===== config.mk =====
export PLATFORM = sky130hd
export DESIGN_NAME = sb_drain_controller
export DESIGN_NICKNAME = d
export VERILOG_FILES = /design/src/rtl/sb_drain_controller.sv
export SDC_FILE = /design/constraint.sdc
export NUM_CORES = 1
export LEC_CHECK = 0
export ABC_AREA = 1
export CAP_MARGIN = 20
export CORE_AREA = 4 4 41 43
export CTS_BUF_LIST = sky130_fd_sc_hd__clkbuf_2 sky130_fd_sc_hd__clkbuf_4 sky130_fd_sc_hd__clkbuf_8
export DETAILED_ROUTE_END_ITERATION = 8
export DIE_AREA = 0 0 45 47
export GPL_TIMING_DRIVEN = 0
export PLACE_DENSITY = 0.74
export SYNTH_ARGS = -nofsm -noshare
export SYNTH_HDL_FRONTEND = slang
export SYNTH_SLANG_ARGS = --single-unit

===== constraint.sdc =====
create_clock -name clk -period 1.1 [get_ports clk]
set_input_delay 0.22 -clock clk [delete_from_list [all_inputs] [get_ports clk]]
set_output_delay 0.22 -clock clk [all_outputs]
set_load 0.02 [all_outputs]

===== src/rtl/sb_drain_controller.sv =====
// Store-buffer drain sequencer: arbitrates the single D-cache port between the MEM stage and
// SB head drains, and walks drain misses through a memory refill.
module sb_drain_controller #(
    parameter int SB_NLINES    = 4,
    parameter int CNT_W        = 3,
    parameter int DRAIN_THRESH = 3,
    parameter int MAX_WAIT     = 8
) (
    input  logic             clk,
    input  logic             reset,
    input  logic [CNT_W-1:0] sb_count,
    input  logic             mem_is_load,
    input  logic             mem_is_store,
    input  logic             head_cache_hit,
    input  logic             mem_ack,
    input  logic             flush_req,
    output logic             sb_pop,
    output logic             cache_wr_en,
    output logic             mem_req,
    output logic             pipe_stall,
    output logic             flush_done,
    output logic [1:0]       drain_state
);

    localparam logic [1:0] ST_IDLE   = 2'd0;
    localparam logic [1:0] ST_WRITE  = 2'd1;
    localparam logic [1:0] ST_REFILL = 2'd2;

    localparam int                WAIT_W    = (MAX_WAIT > 2) ? $clog2(MAX_WAIT) : 1;
    localparam logic [WAIT_W-1:0] WAIT_LAST = WAIT_W'(MAX_WAIT - 1);
    localparam logic [CNT_W-1:0]  THRESH    = CNT_W'(DRAIN_THRESH);
    localparam logic [CNT_W-1:0]  FULL      = CNT_W'(SB_NLINES);

    logic [1:0]        state_r;
    logic [1:0]        state_next_s;
    logic [WAIT_W-1:0] wait_cnt_r;
    logic [WAIT_W-1:0] wait_cnt_next_s;
    logic              flush_pending_r;
    logic              flush_pending_next_s;
    logic              flush_done_r;
    logic              flush_complete_s;
    logic              port_busy_s;
    logic              sb_nonempty_s;
    logic              forced_s;
    logic              opportunistic_s;
    logic              drain_go_s;
    logic              pipe_stall_s;

    // Drain decision: forced drains take the port even from an active MEM op.
    always_comb begin
        port_busy_s      = mem_is_load | mem_is_store;
        sb_nonempty_s    = (sb_count != {CNT_W{1'b0}});
        forced_s         = (sb_count >= THRESH) | (wait_cnt_r == WAIT_LAST) | flush_pending_r;
        opportunistic_s  = sb_nonempty_s & ~port_busy_s;
        drain_go_s       = (state_r == ST_IDLE) & sb_nonempty_s & (forced_s | opportunistic_s);
        flush_complete_s = flush_pending_r & (state_r == ST_IDLE) & ~sb_nonempty_s;
    end

    // Next-state logic; the unused encoding falls back to IDLE.
    always_comb begin
        state_next_s = ST_IDLE;
        case (state_r)
            ST_IDLE: begin
                if (drain_go_s) begin
                    state_next_s = head_cache_hit ? ST_WRITE : ST_REFILL;
                end else begin
                    state_next_s = ST_IDLE;
                end
            end
            ST_WRITE:  state_next_s = ST_IDLE;
            ST_REFILL: state_next_s = mem_ack ? ST_WRITE : ST_REFILL;
            default:   state_next_s = ST_IDLE;
        endcase
    end

    // Starvation counter and flush bookkeeping; a repeated flush_req while pending is absorbed.
    always_comb begin
        wait_cnt_next_s = wait_cnt_r;
        if (!sb_nonempty_s || drain_go_s) begin
            wait_cnt_next_s = {WAIT_W{1'b0}};
        end else if (state_r == ST_IDLE && wait_cnt_r != WAIT_LAST) begin
            wait_cnt_next_s = wait_cnt_r + {{(WAIT_W-1){1'b0}}, 1'b1};
        end else begin
            wait_cnt_next_s = wait_cnt_r;
        end
        flush_pending_next_s = flush_pending_r ? ~flush_complete_s : flush_req;
    end

    // Stall: the MEM stage loses the port to forced drains, a full SB, or an in-flight drain.
    always_comb begin
        pipe_stall_s = 1'b0;
        case (state_r)
            ST_IDLE:   pipe_stall_s = (drain_go_s & forced_s & port_busy_s)
                                    | (mem_is_store & (sb_count == FULL));
            ST_WRITE:  pipe_stall_s = port_busy_s;
            ST_REFILL: pipe_stall_s = port_busy_s;
            default:   pipe_stall_s = 1'b0;
        endcase
    end

    // State registers with synchronous active-low reset.
    always_ff @(posedge clk) begin
        if (!reset) begin
            state_r         <= ST_IDLE;
            wait_cnt_r      <= {WAIT_W{1'b0}};
            flush_pending_r <= 1'b0;
            flush_done_r    <= 1'b0;
        end else begin
            state_r         <= state_next_s;
            wait_cnt_r      <= wait_cnt_next_s;
            flush_pending_r <= flush_pending_next_s;
            flush_done_r    <= flush_complete_s;
        end
    end

    // Outputs are forced low for the whole reset-low cycle, so a refill request drops at once.
    assign sb_pop      = reset & (state_r == ST_WRITE);
    assign cache_wr_en = reset & (state_r == ST_WRITE);
    assign mem_req     = reset & (state_r == ST_REFILL);
    assign pipe_stall  = reset & pipe_stall_s;
    assign flush_done  = reset & flush_done_r;
    assign drain_state = reset ? state_r : 2'd0;

endmodule


# Word-level counts from Yosys, hierarchy flattened
# Index checks and enable logic that the tools add are counted.
[totals] mem_bits_ro=0 wordCells=46 mem_bits_rw=0 ff_bits=7 latch_bits=0 n_memories=0
[classes] n_addsub=1 bitwise=21 mul=0 n_eq_ne=5 order_cmp=1 n_reduce_logical=7 n_div=0 n_mux=7 shifts=0
[ops] cell="$and A1 B1 Y1" count=12
[ops] cell="$mux W2" count=4
[ops] cell="$eq A3 B3 Y1 const B" count=2
[ops] cell="$or A1 B1 Y1" count=5
[ops] cell="$not A1 Y1" count=4
[ops] cell="$pmux W2 S2" count=1
[ops] cell="$reduce_or A2 Y1" count=2
[ops] cell="$add A3 B1 Y3 const B" count=1
[ops] cell="$ge A3 B2 Y1 const B" count=1
[ops] cell="$ne A3 B3 Y1 const B" count=1
[ops] cell="$reduce_bool A3 Y1" count=1
[ops] cell="$eq A2 B1 Y1 const B" count=1
[ops] cell="$eq A2 B2 Y1 const B" count=1
[ops] cell="$logic_not A2 Y1" count=1
[ops] cell="$pmux W1 S2" count=1
[ops] cell="$logic_and A1 B1 Y1" count=1
[ops] cell="$logic_not A1 Y1" count=1
[ops] cell="$logic_or A1 B1 Y1" count=1
[ops] cell="$mux W1" count=1

# Longest topological paths before layout
[logic_depth] word_depth=10 depth_mapped=7 mapped_depth_nobuf=7

# Least setup slack after synthesis
# OpenSTA, ideal clock, no wires.
[synth_path] path_type="register -> output" start="reg state_r[0]" end="out pipe_stall" t_arrival_ps=1162 path_slack_ps=-282 stages_incl_launch_ff=6 cell_sequence="dfxtp_1 inv_1 ha_1 a21boi_2 nand3_1 a21oi_2"
[synth_between] elab_chain_len=8 word_cells_on_any_way=11 cone_classes="eq/ne: 2; mux: 1; bitwise: 6; reduce/logical: 2"
[synth_lines] element="from (decl)" line="34" source="logic [1:0] state_r;"
[synth_lines] element="from (signal assigned)" line="109" source="state_r <= state_next_s;"
[synth_lines] element="$logic_not A2 Y1" line="55, 92"
[synth_lines] element="$and A1 B1 Y1 (2 in a row)" line="55" source="drain_go_s = (state_r == ST_IDLE) & sb_nonempty_s & (forced_s | opportunistic_s);"
[synth_lines] element="$and A1 B1 Y1 (2 in a row)" line="93" source="ST_IDLE: pipe_stall_s = (drain_go_s & forced_s & port_busy_s)"
[synth_lines] element="$or A1 B1 Y1" line="94" source="| (mem_is_store & (sb_count == FULL));"
[synth_lines] element="$pmux W1 S2 *" line="92" source="case (state_r)"
[synth_lines] element="$and A1 B1 Y1 *" line="120" source="assign pipe_stall = reset & pipe_stall_s;"
[synth_lines] element="to (decl)" line="20" source="output logic pipe_stall,"
# Every way passes the cells marked *; elsewhere a longest branch is shown, timed or not.

# Final worst setup path
[layout_path] start="reg state_r[1]" end="out pipe_stall"
# Same word-level chain as after synthesis.

==> load_flow_metrics.sql <==
INSERT INTO impl_metrics (metric_group, metric, value, unit) VALUES
('outcome', 'outcome', 'finished with violations', ''),
('outcome', 'failed_checks', 'negative setup slack', ''),
('cts', 'cts_made_buffers', '3', ''),
('logic_synthesis', 'part_of_the_yosys_area_used_for_sequential_elements', '29.1', '%'),
('power_and_ir_drop', 'finalPower', '0.921', 'mW'),
('placement', 'place_area', '723', 'um^2'),
('floorplanning', 'floorplan.initialDensity', '37.0', '%'),
('grt', 'grt_antenna_before_repair', '0', ''),
('cells_and_area', 'sequential_cell_area', '148', 'um^2'),
('cells_and_area', 'layout.cells.most_common_list', '10 x buf_4, 9 x nand2_1, 9 x buf_6', ''),
('timing', 'report.final.setup_viol', '11', ''),
('cts', 'cts_htree_levels', '1', ''),
('cells_and_area', 'n_antenna_cell', '0', ''),
('cells_and_area', 'final_nets', '116', ''),
('power_and_ir_drop', 'leakagePower', '0.455', 'nW'),
('logic_synthesis', 'yosysTopAreaCellShare', '29.1', '%'),
('cts', 'clk_latency', '0.26', 'ns'),
('drt', 'dr.first_iter.drc_count', '7', ''),
('timing', 'fin_skew', '0.00204', 'ns'),
('timing', 'timing.hold.ws', '0.439', 'ns'),
('cells_and_area', 'drive_gt1_share', '59.6', '%'),
('floorplanning', 'io_pins', '17', ''),
('timing', 'hold_violation_total_from_the_final_report', '0', ''),
('grt', 'grt_start_max_net_pins', '8', ''),
('timing', 'worst-slew-pin-transition', '0.250', 'ns'),
('floorplanning', 'num_rows', '13', ''),
('cells_and_area', 'number_of_filler_instances_in_the_final_layout', '101', ''),
('logic_synthesis', 'mappedNetlistNets', '84', ''),
('logic_synthesis', 'post_synth.cell_area_avg', '7.08', 'um^2'),
('drt', 'drc_errors', '0', ''),
('timing', 'max_slew_margin', '83.3', '%'),
('power_and_ir_drop', 'powerDensity', '986', 'nW/um^2'),
('placement', 'detailedPlace.worstSlack', '-1.04', 'ns'),
('logic_synthesis', 'ys_warn_count', '0', ''),
('cells_and_area', 'p_r_area_growth_vs_syn', '94.0', '%'),
('timing', 'worst_slack', '-0.497', 'ns'),
('logic_synthesis', 'synth.area.top_cells', 'dfxtp_1 29%, ha_1 16%, inv_1 11%, nand2_1 11%, nand3_1 7.3%', ''),
('placement', 'dp_cells', '99', ''),
('floorplanning', 'die_height', '47', 'um'),
('logic_synthesis', 'synthDistinctLibCells', '18', ''),
('timing', 'final_max_slew_viol_count', '0', ''),
('placement', 'port_buffers', '16', ''),
('cts', 'clock-root-buffer', 'clkbuf_4', ''),
('worst_setup_path', 'startpoint_type_of_the_worst_setup_path', 'flip-flop', ''),
('drt', 'vias_per_cell', '4.56', ''),
('worst_setup_path', 'timing.critical_path.required', '0.88', 'ns'),
('timing', 'period_needed', '1.60', 'ns'),
('worst_setup_path', 'critPathCaptureType', 'output pin', ''),
('worst_setup_path', 'worstPathArrival', '1.38', 'ns'),
('worst_setup_path', 'critical-path-slowest-cell', 'dfxtp_4', ''),
('worst_setup_path', 'path_delay_family', 'flip-flops', ''),
('worst_setup_path', 'critical_path.n_buffers_inverters', '2', ''),
('grt', 'grt.total_usage', '12.9', '%'),
('worst_setup_path', 'crit_chain', 'inv_4, ha_4, a21boi_4, nand3_2, a21oi_4, buf_6', ''),
('drt', 'drt_pass_1_iters', '4', ''),
('logic_synthesis', 'mappedNetlistArea', '482', 'um^2'),
('cells_and_area', 'multi_input_area', '405', 'um^2'),
('worst_setup_path', 'cp_slowest_stage_delay', '0.36', 'ns'),
('cells_and_area', 'most_common_cell_after_layout_fill_and_taps_aside', 'buf_4', ''),
('drt', 'wire_per_inst', '11.2', 'um'),
('cells_and_area', 'final-instance-count-excl-fill', '114', ''),
('drt', 'route.final.wire_length', '1.27', 'mm'),
('grt', 'grt_pass1_vias', '453', ''),
('floorplanning', 'floorplan.core_area', '1300', 'um^2'),
('logic_synthesis', 'netlist_instances', '68', ''),
('floorplanning', 'die_area', '2120', 'um^2'),
('flow_run', 'max-cap-violations', '0', ''),
('hold_path', 'hp-class', 'input pin to flip-flop', ''),
('logic_synthesis', 'synth_area_leader_cell', 'dfxtp_1', ''),
('cts', 'cts.clk_slew.worst_paths', '0.05', 'ns'),
('worst_setup_path', 'path_depth', '6', '');
[synth_stat cells]
cell type and instances:
or2_1 1, buf_4 1, dfxtp_1 7, nor2_1 3, a21boi_2 1, xor2_1 1
ha_1 6, o211ai_1 1, nor3_1 1, inv_1 14, nand2_2 1, nand3_1 7
nand2_1 14, nand4_1 1, a21oi_2 3, a21oi_1 2, inv_2 2, nor2_2 2
[cell type report]
type,instances,area share (%)
multi-input cells,44,43.4
plain buffers,1,0.803
well taps,15,2.01
clock buffers,4,3.21
inverters,16,6.69
flip-flops and latches,7,15.8
repair buffers,27,28.1
[state kept, by name, indices dropped and copies added, names as in the netlist]
name and count:
state_r 2, flush_done_r 1, flush_pending_r 1, wait_cnt_r 3
[routing by layer]
layer	vias up	part of all wire (%)	GRT usage [%]
met1	231	44	16.4
met3	4	5.6	5.75
met4	0	2.0	7.02
met2	12	49	18.1
met5	-	0	0
li1	273	-	-
[tightest hold or removal path, cell delays in order]
cell and delay [ns]:
dlymetal6s2s_1 0.19, nor3_2 0.09, nand3_1 0.10, nor2_1 0.05
[timing repair]
| item | CTS | global route |
|---|---|---|
| endpoints found under the setup margin | 13 | 14 |
| gates resized for setup | 48 | 23 |
| setup buffers | 6 | 6 |
| pin swaps | 5 | 6 |
[worst paths after layout]
path                              startpoint                    endpoint  slack [ns]
setup / recovery       state_r[1]$_SDFF_PN0_                  pipe_stall       -0.50
hold / removal                   sb_count[2]     flush_done_r$_SDFF_PN0_        0.44
setup reg to reg  wait_cnt_r[1]$_SDFFE_PP0P_  wait_cnt_r[1]$_SDFFE_PP0P_       -0.37
hold reg to reg   wait_cnt_r[1]$_SDFFE_PP0P_  wait_cnt_r[1]$_SDFFE_PP0P_        0.49
[cell families (layout without fill, tap and decap cells)]
group                    Yosys count  in the layout  share of synthesized area (%)
AO/OA/AOI/OAI                      7              7                           11.4
XOR/XNOR                           1              1                           1.82
adder cells (fa/ha/maj)            6              6                           15.6
buffers and inverters             17             48                           14.0
flip-flops                         7              7                           29.1
AND/OR/NAND/NOR                   30             30                           28.1
[report_power, final]
| group | switching, mW | internal, mW |
|---|---|---|
| Combinational | 0.169 | 0.200 |
| Sequential | 0.0182 | 0.273 |
| Clock | 0.0986 | 0.163 |
Power figures use the tool's default switching activity.
